[config.mk]
export PLATFORM = sky130hd
export DESIGN_NAME = get_log_shift
export DESIGN_NICKNAME = d
export VERILOG_FILES = /design/src/rtl/get_log_shift.sv
export SDC_FILE = /design/constraint.sdc
export NUM_CORES = 2
export LEC_CHECK = 0
export ABC_AREA = 1
export BUFFER_PORTS_ARGS = -buffer_cell sky130_fd_sc_hd__buf_2
export CAP_MARGIN = 20
export CORE_MARGIN = 2
export CORE_UTILIZATION = 26
export CTS_CLUSTER_SIZE = 10
export DETAILED_ROUTE_END_ITERATION = 10
export PLACE_DENSITY = 0.5
export SLEW_MARGIN = 10
export SYNTH_ARGS = -nofsm -noshare
export SYNTH_HDL_FRONTEND = slang
export SYNTH_SLANG_ARGS = --single-unit
[constraint.sdc]
create_clock -name clk -period 15.5 [get_ports clk]
set_input_delay 3.1 -clock clk [delete_from_list [all_inputs] [get_ports clk]]
set_output_delay 3.1 -clock clk [all_outputs]
set_load 0.01 [all_outputs]
[src/rtl/get_log_shift.sv]
// Iterative natural log: unsigned Q23.23 in, signed ln(x) out in Q(16-y_shift).y_shift.
// Leading-one normalisation, bit-serial log2 by repeated squaring, then scale by ln2.
module get_log_shift #(
   parameter int          ITER    = 12,
   parameter logic [15:0] LN2_Q16 = 16'd45426
) (
   input  logic        clk,
   input  logic        rst,
   input  logic [45:0] x,
   input  logic [3:0]  y_shift,
   input  logic        in_valid,
   output logic        in_ready,
   output logic [15:0] y,
   output logic        err,
   output logic        out_valid,
   input  logic        out_ready,
   output logic [2:0]  dbg_state
);

   localparam int CW = $clog2(ITER);
   localparam int LW = ITER + 6;
   localparam int PW = LW + 17;

   typedef enum logic [2:0] {
      S_IDLE  = 3'd0,
      S_NORM  = 3'd1,
      S_ITER  = 3'd2,
      S_SCALE = 3'd3,
      S_DONE  = 3'd4
   } state_t;

   state_t            state_q, state_d;
   logic [45:0]       x_q, x_d;
   logic [3:0]        ys_q, ys_d;
   logic [5:0]        e_q, e_d;
   logic [23:0]       m_q, m_d;
   logic [ITER-1:0]   frac_q, frac_d;
   logic [CW-1:0]     cnt_q, cnt_d;
   logic [15:0]       y_q, y_d;
   logic              err_q, err_d;

   logic [5:0]        lead_pos;
   logic [23:0]       m_norm;
   logic [47:0]       sq;
   logic signed [LW-1:0] l_s;
   logic signed [PW-1:0] p_s;
   logic [PW-1:0]     mag;
   logic [PW-1:0]     rnd;
   logic [PW-1:0]     r;
   logic [5:0]        sh;
   logic [15:0]       y_scaled;

   // Datapath helpers shared by NORM, ITER and SCALE.
   always_comb begin
      lead_pos = 6'd0;
      for (int i = 0; i < 46; i++) begin
         if (x_q[i]) lead_pos = 6'(i);
      end
      m_norm = 24'((x_q << (6'd45 - lead_pos)) >> 22);
      sq     = 48'(m_q) * 48'(m_q);

      l_s = {e_q, frac_q};
      p_s = PW'(l_s) * PW'($signed({1'b0, LN2_Q16}));
      mag = p_s[PW-1] ? PW'(-p_s) : PW'(p_s);
      sh  = 6'(ITER + 16) - {2'b00, ys_q};
      rnd = PW'(1) << (sh - 6'd1);
      r   = (mag + rnd) >> sh;
      if (p_s[PW-1]) begin
         y_scaled = (r > PW'(32768)) ? 16'h8000 : (~r[15:0] + 16'd1);
      end else begin
         y_scaled = (r > PW'(32767)) ? 16'h7FFF : r[15:0];
      end
   end

   always_comb begin
      state_d = state_q;
      x_d     = x_q;
      ys_d    = ys_q;
      e_d     = e_q;
      m_d     = m_q;
      frac_d  = frac_q;
      cnt_d   = cnt_q;
      y_d     = y_q;
      err_d   = err_q;
      unique case (state_q)
         S_IDLE: begin
            if (in_valid) begin
               x_d  = x;
               ys_d = y_shift;
               if (x == 46'd0) begin
                  y_d     = 16'h8000;
                  err_d   = 1'b1;
                  state_d = S_DONE;
               end else begin
                  state_d = S_NORM;
               end
            end
         end
         S_NORM: begin
            e_d     = lead_pos - 6'd23;
            m_d     = m_norm;
            frac_d  = '0;
            cnt_d   = '0;
            state_d = S_ITER;
         end
         S_ITER: begin
            // Squaring doubles log2(m); a carry into bit 47 means the next fraction bit is 1.
            m_d    = sq[47] ? 24'(sq >> 24) : 24'(sq >> 23);
            frac_d = {frac_q[ITER-2:0], sq[47]};
            cnt_d  = cnt_q + 1'b1;
            if (cnt_q == CW'(ITER - 1)) state_d = S_SCALE;
         end
         S_SCALE: begin
            y_d     = y_scaled;
            err_d   = 1'b0;
            state_d = S_DONE;
         end
         S_DONE: begin
            if (out_ready) state_d = S_IDLE;
         end
         default: state_d = S_IDLE;
      endcase
   end

   always_ff @(posedge clk) begin
      if (rst) begin
         state_q <= S_IDLE;
         x_q     <= '0;
         ys_q    <= '0;
         e_q     <= '0;
         m_q     <= '0;
         frac_q  <= '0;
         cnt_q   <= '0;
         y_q     <= '0;
         err_q   <= 1'b0;
      end else begin
         state_q <= state_d;
         x_q     <= x_d;
         ys_q    <= ys_d;
         e_q     <= e_d;
         m_q     <= m_d;
         frac_q  <= frac_d;
         cnt_q   <= cnt_d;
         y_q     <= y_d;
         err_q   <= err_d;
      end
   end

   // Handshake: a transfer happens on any edge where valid and ready are both high.
   assign in_ready  = (state_q == S_IDLE);
   assign out_valid = (state_q == S_DONE);
   assign y         = y_q;
   assign err       = err_q;
   assign dbg_state = state_q;

endmodule
=== Yosys cells after proc, flatten, opt, wreduce, memory -nomap -nowiden ===
Index checks and enable logic that the tools add are counted.

* Bits in registers: 116
* Input bits: 54
* Output and inout bits: 22
* Logic and storage cells: 105

* Add/sub/neg operators: 8
* $mul: 2
* Order comparisons: 2
* Equal/unequal tests: 9
* Shift operators: 3
* Multiplexer cells: 64
* Bitwise logic cells: 1
* Reduce and logical (&&, ||, !) cells: 7

{| class="wikitable"
|+ Operators with widths
! kind !! number
|-
| 2-to-1 mux 6 bit || 41
|-
| 2-to-1 mux 16 bit || 5
|-
| multiplier 24 x 24 -> 48 bit || 1
|-
| case mux 24 bit (2 select lines) || 1
|-
| zero test 46 bit || 1
|-
| << shifter 46 x 6 -> 46 bit || 1
|-
| adder 35 bit || 1
|-
| greater-than comparator 35 x 15 -> 1 bit (second input constant) || 1
|-
| greater-than comparator 35 x 16 -> 1 bit (second input constant) || 1
|-
| 2-to-1 mux 35 bit || 1
|-
| negator 35 bit || 1
|-
| << shifter 1 x 6 -> 35 bit (first input constant) || 1
|-
| right shift 35 x 6 -> 35 bit || 1
|-
| multiplier 18 x 16 -> 34 bit (second input constant) || 1
|-
| case mux 16 bit (2 select lines) || 1
|-
| 2-to-1 mux 24 bit || 1
|-
| case mux 12 bit (2 select lines) || 1
|-
| adder 16 x 1 -> 16 bit (second input constant) || 1
|-
| inverter 16 bit || 1
|-
| 2-to-1 mux 3 bit || 5
|-
| case mux 3 bit (5 select lines) || 1
|-
| case mux 4 bit (2 select lines) || 1
|-
| equality test 3 x 2 -> 1 bit (second input constant) || 2
|-
| AND reduction 3 bit || 2
|-
| 16 further kinds || 22
|}

=== Logic depth before layout (Yosys ltp) ===
* Depth in word-level cells: 48
* Gate-level depth with buffers: 71
* Depth with buffers taken out: 69

=== Worst setup path before layout ===
OpenSTA, ideal clock, no wires.

* Path kind: register -> register
* Start point: register e_q[5]
* End point: register y_q[14], in the netlist y[14]
* Setup time: 0.132 ns
* Arrival time: 9.993 ns
* Required time: 15.368 ns
* Path slack: 5.375 ns
* Stages on the path, launching flop included: 64
* Buffers on the path: 1
* Period minus slack after synthesis: 10.125 ns
* Path through: dfxtp_1 inv_1 fa_1 inv_1 fa_1 fa_1 fa_1 inv_1 fa_1 inv_1 ha_1 a21oi_1 o21ai_0 a21oi_4 o21bai_4 a21oi_2 o21ai_1 nand2_1 [28 not listed] nand2_1 nand3_1 nand3_1 nand3_1 nand3_1 nand2_1 ha_1 inv_1 nor2_2 nand3_2 nor2_1 nand2_1 o21ai_0 nand2_1 nand2_1 nand2_1 nand2_1 a21oi_1

* Cells in the longest elaborated chain, start to end: 10
* Elaborated cells between the ends (all ways): 13
* Those cells by class: add/sub (3); mul (1); order compare (2); shift (1); mux (5); bitwise (1)

{| class="wikitable"
|+ Ends and longest elaborated chain
! item !! RTL line !! text
|-
| from (decl) || 35 || <nowiki>logic [5:0] e_q, e_d;</nowiki>
|-
| from (signal assigned) || 130 || <nowiki>e_q <= '0;</nowiki>
|-
| from (signal assigned) || 140 || <nowiki>e_q <= e_d;</nowiki>
|-
| multiplier 18 x 16 -> 34 bit * || 63 || <nowiki>p_s = PW'(l_s) * PW'($signed({1'b0, LN2_Q16}));</nowiki>
|-
| parallel branches: the longest is 7 deep, another holds negator 35 bit || - ||
|-
| 2-to-1 mux 16 bit * || 68 || <nowiki>if (p_s[PW-1]) begin</nowiki>
|-
| case mux 16 bit (2 select lines) * || 85 || <nowiki>unique case (state_q)</nowiki>
|-
| to (signal assigned) || 144 || <nowiki>y_q <= y_d;</nowiki>
|-
| to (decl) || 39 || <nowiki>logic [15:0] y_q, y_d;</nowiki>
|}

Mark *: on every way between the ends.
A chain may end at the register's enable or synchronous reset.

=== Worst setup path in the final report ===
* Start point: register frac_q[8]
* End point: register y_q[14], in the netlist y[14]

* Cells in the longest elaborated chain, start to end: 10
* Elaborated cells between the ends (all ways): 13
* Those cells by class: add/sub (3); mul (1); order compare (2); shift (1); mux (5); bitwise (1)

{| class="wikitable"
|+ Ends and longest elaborated chain
! item !! RTL line !! text
|-
| from (decl) || 37 || <nowiki>logic [ITER-1:0] frac_q, frac_d;</nowiki>
|-
| from (signal assigned) || 142 || <nowiki>frac_q <= frac_d;</nowiki>
|-
| multiplier 18 x 16 -> 34 bit * || 63 ||
|-
| parallel branches: the longest is 7 deep, another holds negator 35 bit || - ||
|-
| 2-to-1 mux 16 bit * || 68 ||
|-
| case mux 16 bit (2 select lines) * || 85 ||
|}

Marks and branches as above.

==> flow_summary.html <==
<table>
<tr><th>Metric</th><th>Value</th></tr>
<tr><th colspan="2">Run status</th></tr>
<tr><td>Run status</td><td>finished clean</td></tr>
<tr><th colspan="2">Worst setup path</th></tr>
<tr><td>Data required, critical path</td><td>15.80 ns</td></tr>
<tr><td>Max stage delay on crit path</td><td>~0.70 ns</td></tr>
<tr><td>Dominant cell type by count on the critical path</td><td>nand2_1</td></tr>
<tr><td>Crit start category</td><td>register</td></tr>
<tr><td>Crit path arrival time</td><td>around 12 ns</td></tr>
<tr><td>Max stage delay cell, worst path</td><td>clkinv_1</td></tr>
<tr><td>Count of buffering cells on the critical path with inverters included</td><td>8</td></tr>
<tr><td>Critical Path End Type</td><td>register</td></tr>
<tr><td>Largest fanout on the critical path</td><td>48</td></tr>
<tr><td>Kind of cell adding the most delay to the critical path</td><td>compound AO/OA/AOI/OAI gates</td></tr>
<tr><td>Worst Setup Path Type</td><td>register to register</td></tr>
<tr><th colspan="2">Synthesis</th></tr>
<tr><td>Sequential area share after synthesis</td><td>under 10%</td></tr>
<tr><td>Adder and majority gate portion of the synthesized area</td><td>between 40 and 50%</td></tr>
<tr><td>Xor and xnor fraction of the mapped netlist area</td><td>3.86%</td></tr>
<tr><td>Combinational family with the most area after synthesis</td><td>adder cells</td></tr>
<tr><td>Area of the mapped netlist</td><td>between 30,000 and 40,000 um^2</td></tr>
<tr><td>Cells after synthesis</td><td>4,689</td></tr>
<tr><td>Synth Flop Type</td><td>dfxtp_1</td></tr>
<tr><td>Cell variety after synth</td><td>slightly below 60</td></tr>
<tr><td>Avg Synthesized Cell Area</td><td>~7.2 um^2</td></tr>
<tr><td>Warnings from Yosys</td><td>0</td></tr>
<tr><td>Simple-gate portion of the synthesized area</td><td>a little over a fifth</td></tr>
<tr><td>Compound-Gate Fraction of Synth Area</td><td>under 10%</td></tr>
<tr><td>Flop and latch count out of synthesis</td><td>about 120</td></tr>
<tr><td>Share of synthesized area spent on multiplexers</td><td>less than 1%</td></tr>
<tr><td>Async set-or-reset flop fraction in the synthesized netlist</td><td>0%</td></tr>
<tr><td>Post-synth EDFFs</td><td>0</td></tr>
<tr><th colspan="2">Timing</th></tr>
<tr><td>Max-slew violation count</td><td>0</td></tr>
<tr><td>Number of hold violations in the final report</td><td>0</td></tr>
<tr><td>Worst hold margin</td><td>between 0.4 and 0.5 ns</td></tr>
<tr><td>Final worst-path cycle share</td><td>slightly below 80%</td></tr>
<tr><td>Post-Route Skew</td><td>0.0142 ns</td></tr>
<tr><td>Final setup fails</td><td>0</td></tr>
<tr><td>Fin Setup TNS</td><td>0 ns</td></tr>
<tr><td>Remaining max-slew budget at the tightest pin</td><td>24.8%</td></tr>
<tr><td>Worst slew pin tran</td><td>around 1.1 ns</td></tr>
<tr><td>Maximum operating frequency</td><td>~83 MHz</td></tr>
<tr><td>Unrepaired setup endpoints after global routing</td><td>false</td></tr>
<tr><td>Post-route minimum period</td><td>roughly 12 ns</td></tr>
<tr><th colspan="2">Floorplanning</th></tr>
<tr><td>IO Count</td><td>76</td></tr>
<tr><td>Number of rows in the core area</td><td>132</td></tr>
<tr><td>Area of the core</td><td>about 130,000 um^2</td></tr>
<tr><td>Total Die Area</td><td>roughly 130,000 um^2</td></tr>
<tr><td>Die width</td><td>about 360 um</td></tr>
<tr><td>Starting density of the core</td><td>between 20% and 30%</td></tr>
<tr><td>Die extent in y</td><td>about 360 um</td></tr>
<tr><th colspan="2">Clock tree</th></tr>
<tr><td>CTS tree</td><td>built</td></tr>
<tr><td># Post-CTS Setup Buffers</td><td>0</td></tr>
<tr><td>CTS H-Tree Depth</td><td>4</td></tr>
<tr><td>Number of sinks handled by clock tree synthesis</td><td>around 120</td></tr>
<tr><td>Hold_buf cts</td><td>0</td></tr>
<tr><td>Cell at the root of the clock tree</td><td>clkbuf_16</td></tr>
<tr><td>Max clock buf depth</td><td>2</td></tr>
<tr><td>Clock transition time at the flip-flop clock pins of the worst setup and hold paths</td><td>roughly 0.06 ns</td></tr>
<tr><td>Number of buffers inserted during clock tree synthesis</td><td>17</td></tr>
<tr><td>Resize count post-CTS</td><td>0</td></tr>
<tr><td>Skew-Pair Late Insertion Delay</td><td>approximately 0.47 ns</td></tr>
<tr><th colspan="2">Route</th></tr>
<tr><td>Number of vias after detailed routing</td><td>28,800</td></tr>
<tr><td>Average routed wire per standard cell</td><td>15.3 um</td></tr>
<tr><td>First-pass iteration count of the detailed router</td><td>8</td></tr>
<tr><td>Initial DRC count</td><td>around 1,900</td></tr>
<tr><td>Post-route antenna net violation count</td><td>0</td></tr>
<tr><td>Total detailed-routing wirelength</td><td>roughly 98,000 um</td></tr>
<tr><td>Via/cell ratio</td><td>4.49</td></tr>
<tr><td>Number of remaining DRC errors</td><td>0</td></tr>
<tr><th colspan="2">Final layout</th></tr>
<tr><td>Synthesis-to-finish area growth</td><td>8.89%</td></tr>
<tr><td>Antenna diode count</td><td>0</td></tr>
<tr><td>Post-layout instance count excluding filler cells</td><td>6,417</td></tr>
<tr><td>Fraction of layout instances using a drive strength above 1</td><td>roughly 5.0%</td></tr>
<tr><td>Total number of nets in the final design</td><td>~5,600</td></tr>
<tr><th colspan="2">Place</th></tr>
<tr><td>Routability congestion estimate from global placement</td><td>~0.9</td></tr>
<tr><td>Placed cell count</td><td>6,384</td></tr>
<tr><td>Buffers on Ports</td><td>75</td></tr>
<tr><td>DPL Wire Length</td><td>80,300 um</td></tr>
<tr><th colspan="2">Job</th></tr>
<tr><td>Number of max-cap violations</td><td>0</td></tr>
<tr><th colspan="2">Global routing</th></tr>
<tr><td>Antenna violations before repair</td><td>9</td></tr>
<tr><td>Via count of the first global-routing pass</td><td>a little under 30,000</td></tr>
<tr><td>Total track usage</td><td>between 10% and 20%</td></tr>
<tr><td>Largest net degree at the start of global routing</td><td>between 90 and 100</td></tr>
<tr><td>Remaining Overflow, GRT</td><td>0</td></tr>
<tr><td>Global-route wire length before repair</td><td>between 150,000 and 200,000 um</td></tr>
<tr><th colspan="2">Hold path</th></tr>
<tr><td>Kind of path behind the tightest hold check</td><td>register to register</td></tr>
</table>
==> synthesized netlist by cell type, types with 22 or more instances <==
cell type	n	area, um^2
xnor2_1	44	385
nand4_1	34	213
nand3_1	318	1590
o211ai_1	22	165
clkbuf_1	149	559
o21ai_0	230	1150
nor2_1	216	811
xor2_1	101	885
ha_1	358	4480
fa_1	525	10500
inv_1	1031	3870
nor3_1	37	185
nand2_1	1052	3950
dfxtp_1	116	2320
a21oi_1	239	1200
==> cell families (layout without fill, tap and decap cells) <==
| family | Yosys count | count (layout) |
|---|---|---|
| AOI/OAI and AO/OA | 587 | 587 |
| muxes | 4 | 4 |
| other | 2 | 10 |
| xor gates and xnor gates | 147 | 147 |
| buffers and inverters | 1226 | 1204 |
| and+or+nand+nor | 1724 | 1724 |
| adders and majority gates | 883 | 883 |
| DFF | 116 | 116 |
==> final cells by class <==
cell class	count	area, um^2
Timing Repair Buffer	123	756
Tap cell	1742	2180
Clock inverter	11	196
Fill cell	14400	92400
Clock buffer	21	470
Inverter	1049	3940
Multi-Input combinational cell	3355	26900
Sequential cell	116	2320
==> sequential cells by signal, indices dropped and copies added (netlist names) <==
register	flops
e_q	6
frac_q	12
m_q	24
y	16
x_q	46
err	1
cnt_q	4
dbg_state	3
ys_q	4
==> stage by stage <==
step	util [%]	cell area (um^2)	setup WS (ns)
3_5_place_dp	28.0	36100	3.46
4_1_cts	28.5	36800	3.43
3_3_place_gp	27.9	36100	3.54
5_1_grt	28.5	36800	2.45
6_report	28.5	36800	3.47
2_1_floorplan	-	33800	5.38
==> path summary, 6_finish.rpt <==
path / start / to / slack, ns / depth (start not counted)
max: frac_q[8] / y[14] / 3.47 / 65
max reg2reg: frac_q[8] / y[14] / 3.47 / 65
min: y[14] / y[14] / 0.46 / 2
min reg2reg: y[14] / y[14] / 0.46 / 2
==> tightest hold or removal path, stage by stage, from the launching register on <==
cell and delay, ns:
dfxtp_1 0.30, nand2_1 0.06, a21oi_1 0.05
==> cells in the final DEF (no fill, tap or decap), drive strengths merged, types with 15 or more instances in the layout <==
cell type	instances
o21ai	252
a31oi	15
inv	1044
nor4	17
buf	122
nand2	1063
or2	15
clkbuf	22
xnor2	44
nor2	221
fa	525
nand3	325
xor2	103
o211ai	22
ha	358
nor3	40
a21oi	243
dfxtp	116
nand4	35
==> metal layers <==
layer  up-vias  global-route usage [%]  share of wire, %
met5         -                       0                 0
met4         0                    2.00               1.0
met3        77                    1.55               4.0
met2       580                    24.9                46
met1     13800                    22.0                49
li1      14400                       -                 -
Power is left out: the tool's default activity adds up to more than one toggle a clock period on the data nets, which glitch-free logic cannot reach.
